## src/rtl/fpgalink_pkg.sv

```systemverilog
// Shared types and constants for the FX2 slave-FIFO channel command engine.
package fpgalink_pkg;

    typedef enum logic [3:0] {
        ST_IDLE,
        ST_LEN0,
        ST_LEN1,
        ST_LEN2,
        ST_LEN3,
        ST_WRITE,
        ST_TURN,
        ST_READ,
        ST_PKTEND
    } state_t;

    localparam int CMD_WR_BIT   = 7;
    localparam int CMD_CHAN_MSB = 6;

    localparam logic [1:0] DEF_OUT_ADDR = 2'b00;
    localparam logic [1:0] DEF_IN_ADDR  = 2'b10;

endpackage

```

## src/rtl/fpgalink_chan_regs.sv

```systemverilog
// Bank of 8-bit channel registers with per-channel write strobes and a read mux.
module fpgalink_chan_regs #(
    parameter int NUM_CHAN = 8
) (
    input  logic                  clk,
    input  logic                  rst_n,
    input  logic                  we,
    input  logic [6:0]            idx,
    input  logic [7:0]            wdata,
    input  logic [6:0]            rd_idx,
    output logic [8*NUM_CHAN-1:0] chan_regs,
    output logic [NUM_CHAN-1:0]   wr_stb,
    output logic [7:0]            rdata
);

    // Indices at or above NUM_CHAN match no register, so such writes vanish
    // and such reads return 0x00.
    always_ff @(posedge clk or negedge rst_n) begin
        if (!rst_n) begin
            chan_regs <= '0;
            wr_stb    <= '0;
        end else begin
            wr_stb <= '0;
            for (int k = 0; k < NUM_CHAN; k++) begin
                if (we && (idx == 7'(k))) begin
                    chan_regs[8*k +: 8] <= wdata;
                    wr_stb[k]           <= 1'b1;
                end
            end
        end
    end

    always_comb begin
        rdata = '0;
        for (int k = 0; k < NUM_CHAN; k++) begin
            if (rd_idx == 7'(k)) rdata = chan_regs[8*k +: 8];
        end
    end

endmodule

```

## src/rtl/fpgalink_chan_ctrl.sv

```systemverilog
// FX2 synchronous slave-FIFO command engine: framed reads/writes of a channel
// register bank over EP2 (OUT) and EP6 (IN).
module fpgalink_chan_ctrl
    import fpgalink_pkg::*;
#(
    parameter int         NUM_CHAN = 8,
    parameter int         LED_CHAN = 0,
    parameter int         PKT_SIZE = 512,
    parameter logic [1:0] OUT_ADDR = DEF_OUT_ADDR,
    parameter logic [1:0] IN_ADDR  = DEF_IN_ADDR
) (
    input  logic                  IFCLK,
    input  logic                  RST,
    input  logic                  FLAGB,
    input  logic                  FLAGC,
    input  logic [7:0]            FDI,
    output logic [7:0]            FDO,
    output logic                  FDS,
    output logic [1:0]            ADDR,
    output logic                  SLRD,
    output logic                  SLWR,
    output logic                  SLOE,
    output logic                  PKTEND,
    output logic [8*NUM_CHAN-1:0] CHAN_REGS,
    output logic [NUM_CHAN-1:0]   WR_STB,
    output logic [7:0]            LEDS
);

    localparam int PW = (PKT_SIZE > 1) ? $clog2(PKT_SIZE) : 1;

    state_t        state, nxt;
    logic [7:0]    cmd;
    logic [31:0]   len;
    logic [31:0]   len_full;
    logic [PW-1:0] pkt_cnt, pkt_nxt;
    logic [6:0]    chan;
    logic [7:0]    rdata;
    logic          we;

    assign chan     = cmd[CMD_CHAN_MSB:0];
    assign len_full = {len[23:0], FDI};
    assign pkt_nxt  = (PKT_SIZE > 1) ? pkt_cnt + 1'b1 : '0;
    assign we       = (state == ST_WRITE) && !SLRD;
    assign LEDS     = CHAN_REGS[8*LED_CHAN +: 8];

    always_comb begin
        nxt    = state;
        ADDR   = OUT_ADDR;
        SLRD   = 1'b1;
        SLWR   = 1'b1;
        SLOE   = 1'b1;
        PKTEND = 1'b1;
        FDS    = 1'b0;
        FDO    = 8'h00;
        case (state)
            ST_IDLE, ST_LEN0, ST_LEN1, ST_LEN2: begin
                SLOE = 1'b0;
                SLRD = !FLAGC;
                if (FLAGC) nxt = state_t'(state + 4'd1);
            end
            ST_LEN3: begin
                SLOE = 1'b0;
                SLRD = !FLAGC;
                if (FLAGC) begin
                    if (len_full == 32'd0)  nxt = ST_IDLE;
                    else if (cmd[CMD_WR_BIT]) nxt = ST_WRITE;
                    else                      nxt = ST_TURN;
                end
            end
            ST_WRITE: begin
                SLOE = 1'b0;
                SLRD = !FLAGC;
                if (FLAGC && (len == 32'd1)) nxt = ST_IDLE;
            end
            // Bus released for one cycle before the FPGA starts driving FDIO.
            ST_TURN: begin
                ADDR = IN_ADDR;
                nxt  = ST_READ;
            end
            ST_READ: begin
                ADDR = IN_ADDR;
                FDS  = 1'b1;
                FDO  = rdata;
                SLWR = !FLAGB;
                if (FLAGB && (len == 32'd1))
                    nxt = (pkt_nxt != '0) ? ST_PKTEND : ST_IDLE;
            end
            ST_PKTEND: begin
                ADDR   = IN_ADDR;
                PKTEND = 1'b0;
                nxt    = ST_IDLE;
            end
            default: nxt = ST_IDLE;
        endcase
        // Keep every strobe inactive while reset is held, whatever the flags do.
        if (!RST) begin
            SLRD   = 1'b1;
            SLWR   = 1'b1;
            SLOE   = 1'b1;
            PKTEND = 1'b1;
            FDS    = 1'b0;
            FDO    = 8'h00;
        end
    end

    always_ff @(posedge IFCLK or negedge RST) begin
        if (!RST) begin
            state   <= ST_IDLE;
            cmd     <= '0;
            len     <= '0;
            pkt_cnt <= '0;
        end else begin
            state <= nxt;
            case (state)
                ST_IDLE:                            if (!SLRD) cmd <= FDI;
                ST_LEN0, ST_LEN1, ST_LEN2, ST_LEN3: if (!SLRD) len <= len_full;
                ST_WRITE:                           if (!SLRD) len <= len - 32'd1;
                ST_READ: begin
                    if (!SLWR) begin
                        len     <= len - 32'd1;
                        pkt_cnt <= pkt_nxt;
                    end
                end
                ST_PKTEND: pkt_cnt <= '0;
                default: ;
            endcase
        end
    end

    fpgalink_chan_regs #(
        .NUM_CHAN (NUM_CHAN)
    ) u_regs (
        .clk       (IFCLK),
        .rst_n     (RST),
        .we        (we),
        .idx       (chan),
        .wdata     (FDI),
        .rd_idx    (chan),
        .chan_regs (CHAN_REGS),
        .wr_stb    (WR_STB),
        .rdata     (rdata)
    );

endmodule

```

## config.mk

```make
export PLATFORM = sky130hd
export DESIGN_NAME = fpgalink_chan_ctrl
export DESIGN_NICKNAME = d
export VERILOG_FILES = /design/src/rtl/fpgalink_pkg.sv /design/src/rtl/fpgalink_chan_regs.sv /design/src/rtl/fpgalink_chan_ctrl.sv
export SDC_FILE = /design/constraint.sdc
export NUM_CORES = 1
export LEC_CHECK = 0
export ABC_AREA = 0
export CAP_MARGIN = 10
export CORE_ASPECT_RATIO = 1.1
export CORE_MARGIN = 2
export CORE_UTILIZATION = 35
export CTS_CLUSTER_DIAMETER = 60
export DETAILED_ROUTE_END_ITERATION = 8
export GPL_TIMING_DRIVEN = 0
export HOLD_SLACK_MARGIN = 0.02
export PLACE_DENSITY = 0.57
export SKIP_LAST_GASP = 1
export SYNTH_ARGS = -nofsm -noshare
export SYNTH_HDL_FRONTEND = slang
export SYNTH_HIERARCHICAL = 1
export SYNTH_SLANG_ARGS = --single-unit
```

## constraint.sdc

```tcl
create_clock -name IFCLK -period 7.4 [get_ports IFCLK]
set_input_delay 1.48 -clock IFCLK [delete_from_list [all_inputs] [get_ports IFCLK]]
set_output_delay 1.48 -clock IFCLK [all_outputs]
set_load 0.02 [all_outputs]
```

## Word level (Yosys, flattened, before mapping)

Index checks and enable logic that the tools add are counted.

- Word-level logic and storage cells: 111
- Flip-flop bits (word level): 125
- Output and inout bits: 95

- Add/sub/neg operators: 3
- Muxes and demuxes: 43
- Bitwise operators: 1
- Eq/ne operators: 23
- Reduce and logical (&&, ||, !) cells: 28

Operator list:

| kind | count |
|---|---|
| $mux 32 | 3 |
| $pmux 32 s3 | 1 |
| $mux 8 | 10 |
| $eq 32x1->1 const B | 1 |
| $logic_not 32->1 | 1 |
| $sub 32x1->32 const B | 1 |
| $eq 7x3->1 const B | 4 |
| $mux 4 | 5 |
| $pmux 4 s5 | 1 |
| $mux 1 | 18 |
| $pmux 9 s2 | 1 |
| $eq 4x3->1 const B | 4 |
| $eq 7x2->1 const B | 2 |
| $ne 2x2->1 const B | 6 |
| $logic_and 1x1->1 | 11 |
| $add 9x1->9 const B | 1 |
| $mux 9 | 1 |
| $reduce_bool 9->1 | 1 |
| $eq 4x2->1 const B | 2 |
| $reduce_and 4->1 | 2 |
| $reduce_or 4->1 | 2 |
| $eq 7x1->1 const B | 1 |
| $logic_not 7->1 | 1 |
| $reduce_or 6->1 | 1 |
| 13 further kinds | 17 |

## Logic depth before layout (Yosys ltp)

- Word-level depth: 11
- Gate-level depth with buffers: 11
- Mapped depth without buffers: 9

## Cells and area by module

Netlist, hierarchy kept.

Modules (own cells, without submodules):

| module | instances | cells an instance | sequential area each (um2) | area each (um2) |
|---|---|---|---|---|
| fpgalink_chan_ctrl | 1 | 409 | 1326.3 | 3577.2 |
| fpgalink_chan_regs | 1 | 262 | 1801.7 | 3382.0 |

## Worst setup path before layout

Ideal clock, no wire load.

- Path kind: input -> output
- Start: input port RST
- End: output port FDO[0]
- Required time: 5920 ps
- Buffers on the path: 1
- Cell stages on the path: 3
- Slack: 3552 ps
- Arrival: 2368 ps
- Path through: and4b_1 -> clkbuf_1 -> and2_1

- Word-level cells in the longest chain between the ends: 1

Ends and longest elaborated chain:

| item | RTL line | text |
|---|---|---|
| start, declared | fpgalink_chan_ctrl.sv:13 | `input logic RST,` |
| $mux 8 | fpgalink_chan_ctrl.sv:96 | `if (!RST) begin` |
| end, declared | fpgalink_chan_ctrl.sv:17 | `output logic [7:0] FDO,` |

Every way passes these cells.

## Worst setup path after layout

Ends and elaborated chain as after synthesis.

==> metrics.md <==
| Metric | Value |
|---|---|
| Setup bufs post-CTS | `0` |
| Power Internal | `1940 µW` |
| Crit path max-delay family | `buffers and inverters` |
| Clock sinks | `125` |
| Mapped cell area | `6960 µm²` |
| Clk slew on worst S/H paths | `0.06 ns` |
| Gr usage total | `20.7%` |
| Worst setup SP type | `input pin` |
| Leak | `0.00377 µW` |
| Register area share after synthesis | `44.9%` |
| Fmax | `195 MHz` |
| Total power | `3210 µW` |
| Commonest non-fill, non-tap cell in the layout | `dfrtp_1` |
| Core ar. | `19700 µm²` |
| Crit path cell chain | `buf_6, and4b_1, clkbuf_1, and2_1, clkdlybuf4s50_1` |
| Yosys top cell by area | `dfrtp_1` |
| Post-synthesis simple-gate area fraction | `15.6%` |
| DP HPWL | `14700 µm` |
| Synth Register Bits | `125` |
| Row cnt | `54` |
| Post-synth EDFFs | `0` |
| Synth Net Count | `690` |
| Pins Over Slew Limit | `0` |
| Slowest cell on crit path | `clkdlybuf4s50_1` |
| CP peak stage delay | `0.62 ns` |
| Io pins | `107` |
| Most area-consuming cells after synthesis | `dfrtp_1, mux2_2, o21ai_0` |
| Setup Viol. Count Final | `0` |
| Crit Path Class | `in2out` |
| Initial antenna violation count | `0` |
| Vias in the first global route | `6196` |
| Fin crit share | `69.4%` |
| Worst vdd ir | `0.186 mV` |
| Gp weighted congestion | `0.902` |
| RSZ-0062 raised after global routing | `false` |
| Synth Area in Compound Gates | `16.7%` |
| Routed wire length | `21500 µm` |
| Async set-reset flop share out of synthesis | `100%` |
| Clock power share | `27.9%` |
| Via count | `6003` |
| Class of the worst hold path | `reg2reg` |
| CTS root buffer | `clkbuf_16` |
| Ys Warns | `6` |
| Layout fillers | `1841` |
| Avg Inst Size Synth | `10.4 µm²` |
| Critical path required time | `5.92 ns` |
| Layout area overhead | `29.0%` |
| Reg power frac | `32.2%` |
| 1st-iter DRT viols | `503` |
| Share of cells above drive strength 1 | `18.7%` |
| Total grt overflow | `0` |
| Diode count | `0` |
| Die W | `138 µm` |
| Slew @ Worst Pin | `0.752 ns` |
| Drt wl/cell | `20.2 µm` |
| Post-synthesis cell type count | `75` |
| Normalized max-slew margin | `49.8%` |
| Outcome | `completed` |
| DRC viols | `0` |
| First-pass GRT wire length | `34800 µm` |
| Post-layout util | `45.7%` |
| DR pass1 iterations | `5` |
| Die area | `21000 µm²` |
| Final nets | `815` |
| Switching power | `1270 µW` |
| CP endpoint kind | `output port` |
| Number of buffers and inverters on the critical path | `3` |
| Top cell type's share of synthesized area | `44.9%` |
| # port buffers | `105` |
| CP max FO | `70` |
| Max Buffers Root-to-Sink | `2` |
| H-tree levels | `4` |
| Worst Skew | `0.0123 ns` |
| Commonest cells after routing, fill and taps aside | `dfrtp_1, clkdlybuf4s50_1, mux2_2` |
| Synth Flop Type | `dfrtp_1` |
| Fraction of synthesized cell area in xor and xnor cells | `0.378%` |
| Post-synthesis mux area share | `16.1%` |
| Hold-fix buffers, CTS | `0` |
| Adder-cell area share of the yosys netlist | `1.26%` |
| P per Cell Area | `357 nW/µm²` |
| Max_cap viols | `0` |
| Hold Vio Cnt, Final | `0` |
| Post-route ant nets | `0` |
| Critical Path AT | `3.66 ns` |
| Final worst path period need | `5.14 ns` |
| Post-cts resize count | `0` |
| Pin count of the biggest net entering global routing | `71` |
| Initial Util | `35.4%` |
| Clock latency at the later pin of the worst-skew pair | `0.42 ns` |
| CTS Buf Count | `17` |
| Chip Height | `152 µm` |
| Main combinational cell family by area after synthesis | `compound AO/OA/AOI/OAI gates` |
| Post-DR vias/cell | `5.66` |
| Cell count after synthesis | `671` |
| Comb power frac | `39.9%` |
| Switch share | `39.6%` |
| TritonCTS clock tree | `done` |
==> logic make-up after synthesis <==
| family | after synthesis |
|---|---|
| other | 1 |
| AO/OA/AOI/OAI | 176 |
| multiplexers | 99 |
| flip-flops | 125 |
| buffers and inverters | 63 |
| AND/OR/NAND/NOR | 197 |
| adder cells (fa/ha/maj) | 7 |
| XOR/XNOR | 3 |
==> state kept, by name, summed over array words and instances (netlist names) <==
signal            cells
state                 4
u_regs/wr_stb         8
len                  32
pkt_cnt               9
u_regs/chan_regs     64
cmd                   8
==> through the flow <==
step	area (µm²)	TNS (ns)	setup WS, ns	hold slack [ns]	instances
finish	8980	0	2.26	0.524	1061
detailed placement	8350	0	2.26	0.494	1029
CTS	8980	0	2.23	0.510	1061
floorplan	6960	0	3.55	0.470	671
global placement	8330	-149.68	-2.48	0.496	1028
global route	8980	0	2.09	0.542	1061
==> power by group through the flow <==
stage                     Sequential, µW  Combinational (µW)  Clock, µW
after floorplan                     1030                 834          0
after global placement              1030                1240          0
after detailed placement            1040                1260          0
after CTS                           1030                1270        905
after global routing                1060                1390        940
final                               1030                1280        895
==> cell type report <==
cell class	instances	area (µm²)	area share, %
buffer	51	292	3.25
inverter	12	45.0	0.502
clock buffer	19	433	4.82
tap	252	315	3.51
sequential	125	3130	34.8
clock inverter	13	191	2.13
multi-input combinational	483	3490	38.9
timing repair buffer	106	1080	12.0
==> layer usage <==
metal | GRT usage [%] | up-vias | wire, µm | share of wire [%]
met5 | 0 | - | 0 | 0
met4 | 7.68 | 0 | 567 | 2.6
met3 | 5.20 | 43 | 1440 | 6.7
met2 | 34.2 | 241 | 10200 | 47
met1 | 26.4 | 2981 | 9270 | 43
li1 | - | 2738 | - | -
==> final timing paths <==
kind                       startpoint                    to  slack, ns  depth (start not counted)
max in group asynchronous         RST                len[8]       5.56                          2
min in group asynchronous         RST            pkt_cnt[5]       1.08                          1
setup reg to reg             state[0]  u_regs/chan_regs[28]       4.47                         10
setup / recovery                  RST                FDO[0]       2.26                          5
hold reg to reg               len[31]               len[31]       0.52                          1
hold / removal                len[31]               len[31]       0.52                          1
==> Yosys cell counts (5+ instances only) <==
cell,number
mux2_2,65
o2bb2ai_1,10
inv_1,12
nand4_1,6
o21ai_0,45
buf_4,10
o22a_1,6
and3_1,10
o22ai_1,11
nor2_1,42
nor3_1,15
a22o_1,10
mux2_1,9
mux2i_1,17
a21oi_1,36
nor4_1,10
a22oi_1,6
clkbuf_1,24
o21ai_1,5
and2_1,11
dfrtp_1,125
nand2_1,39
buf_2,10
ha_1,7
nand3_1,21
mux2_4,8
No activity file was read; power rests on OpenSTA's default activity.
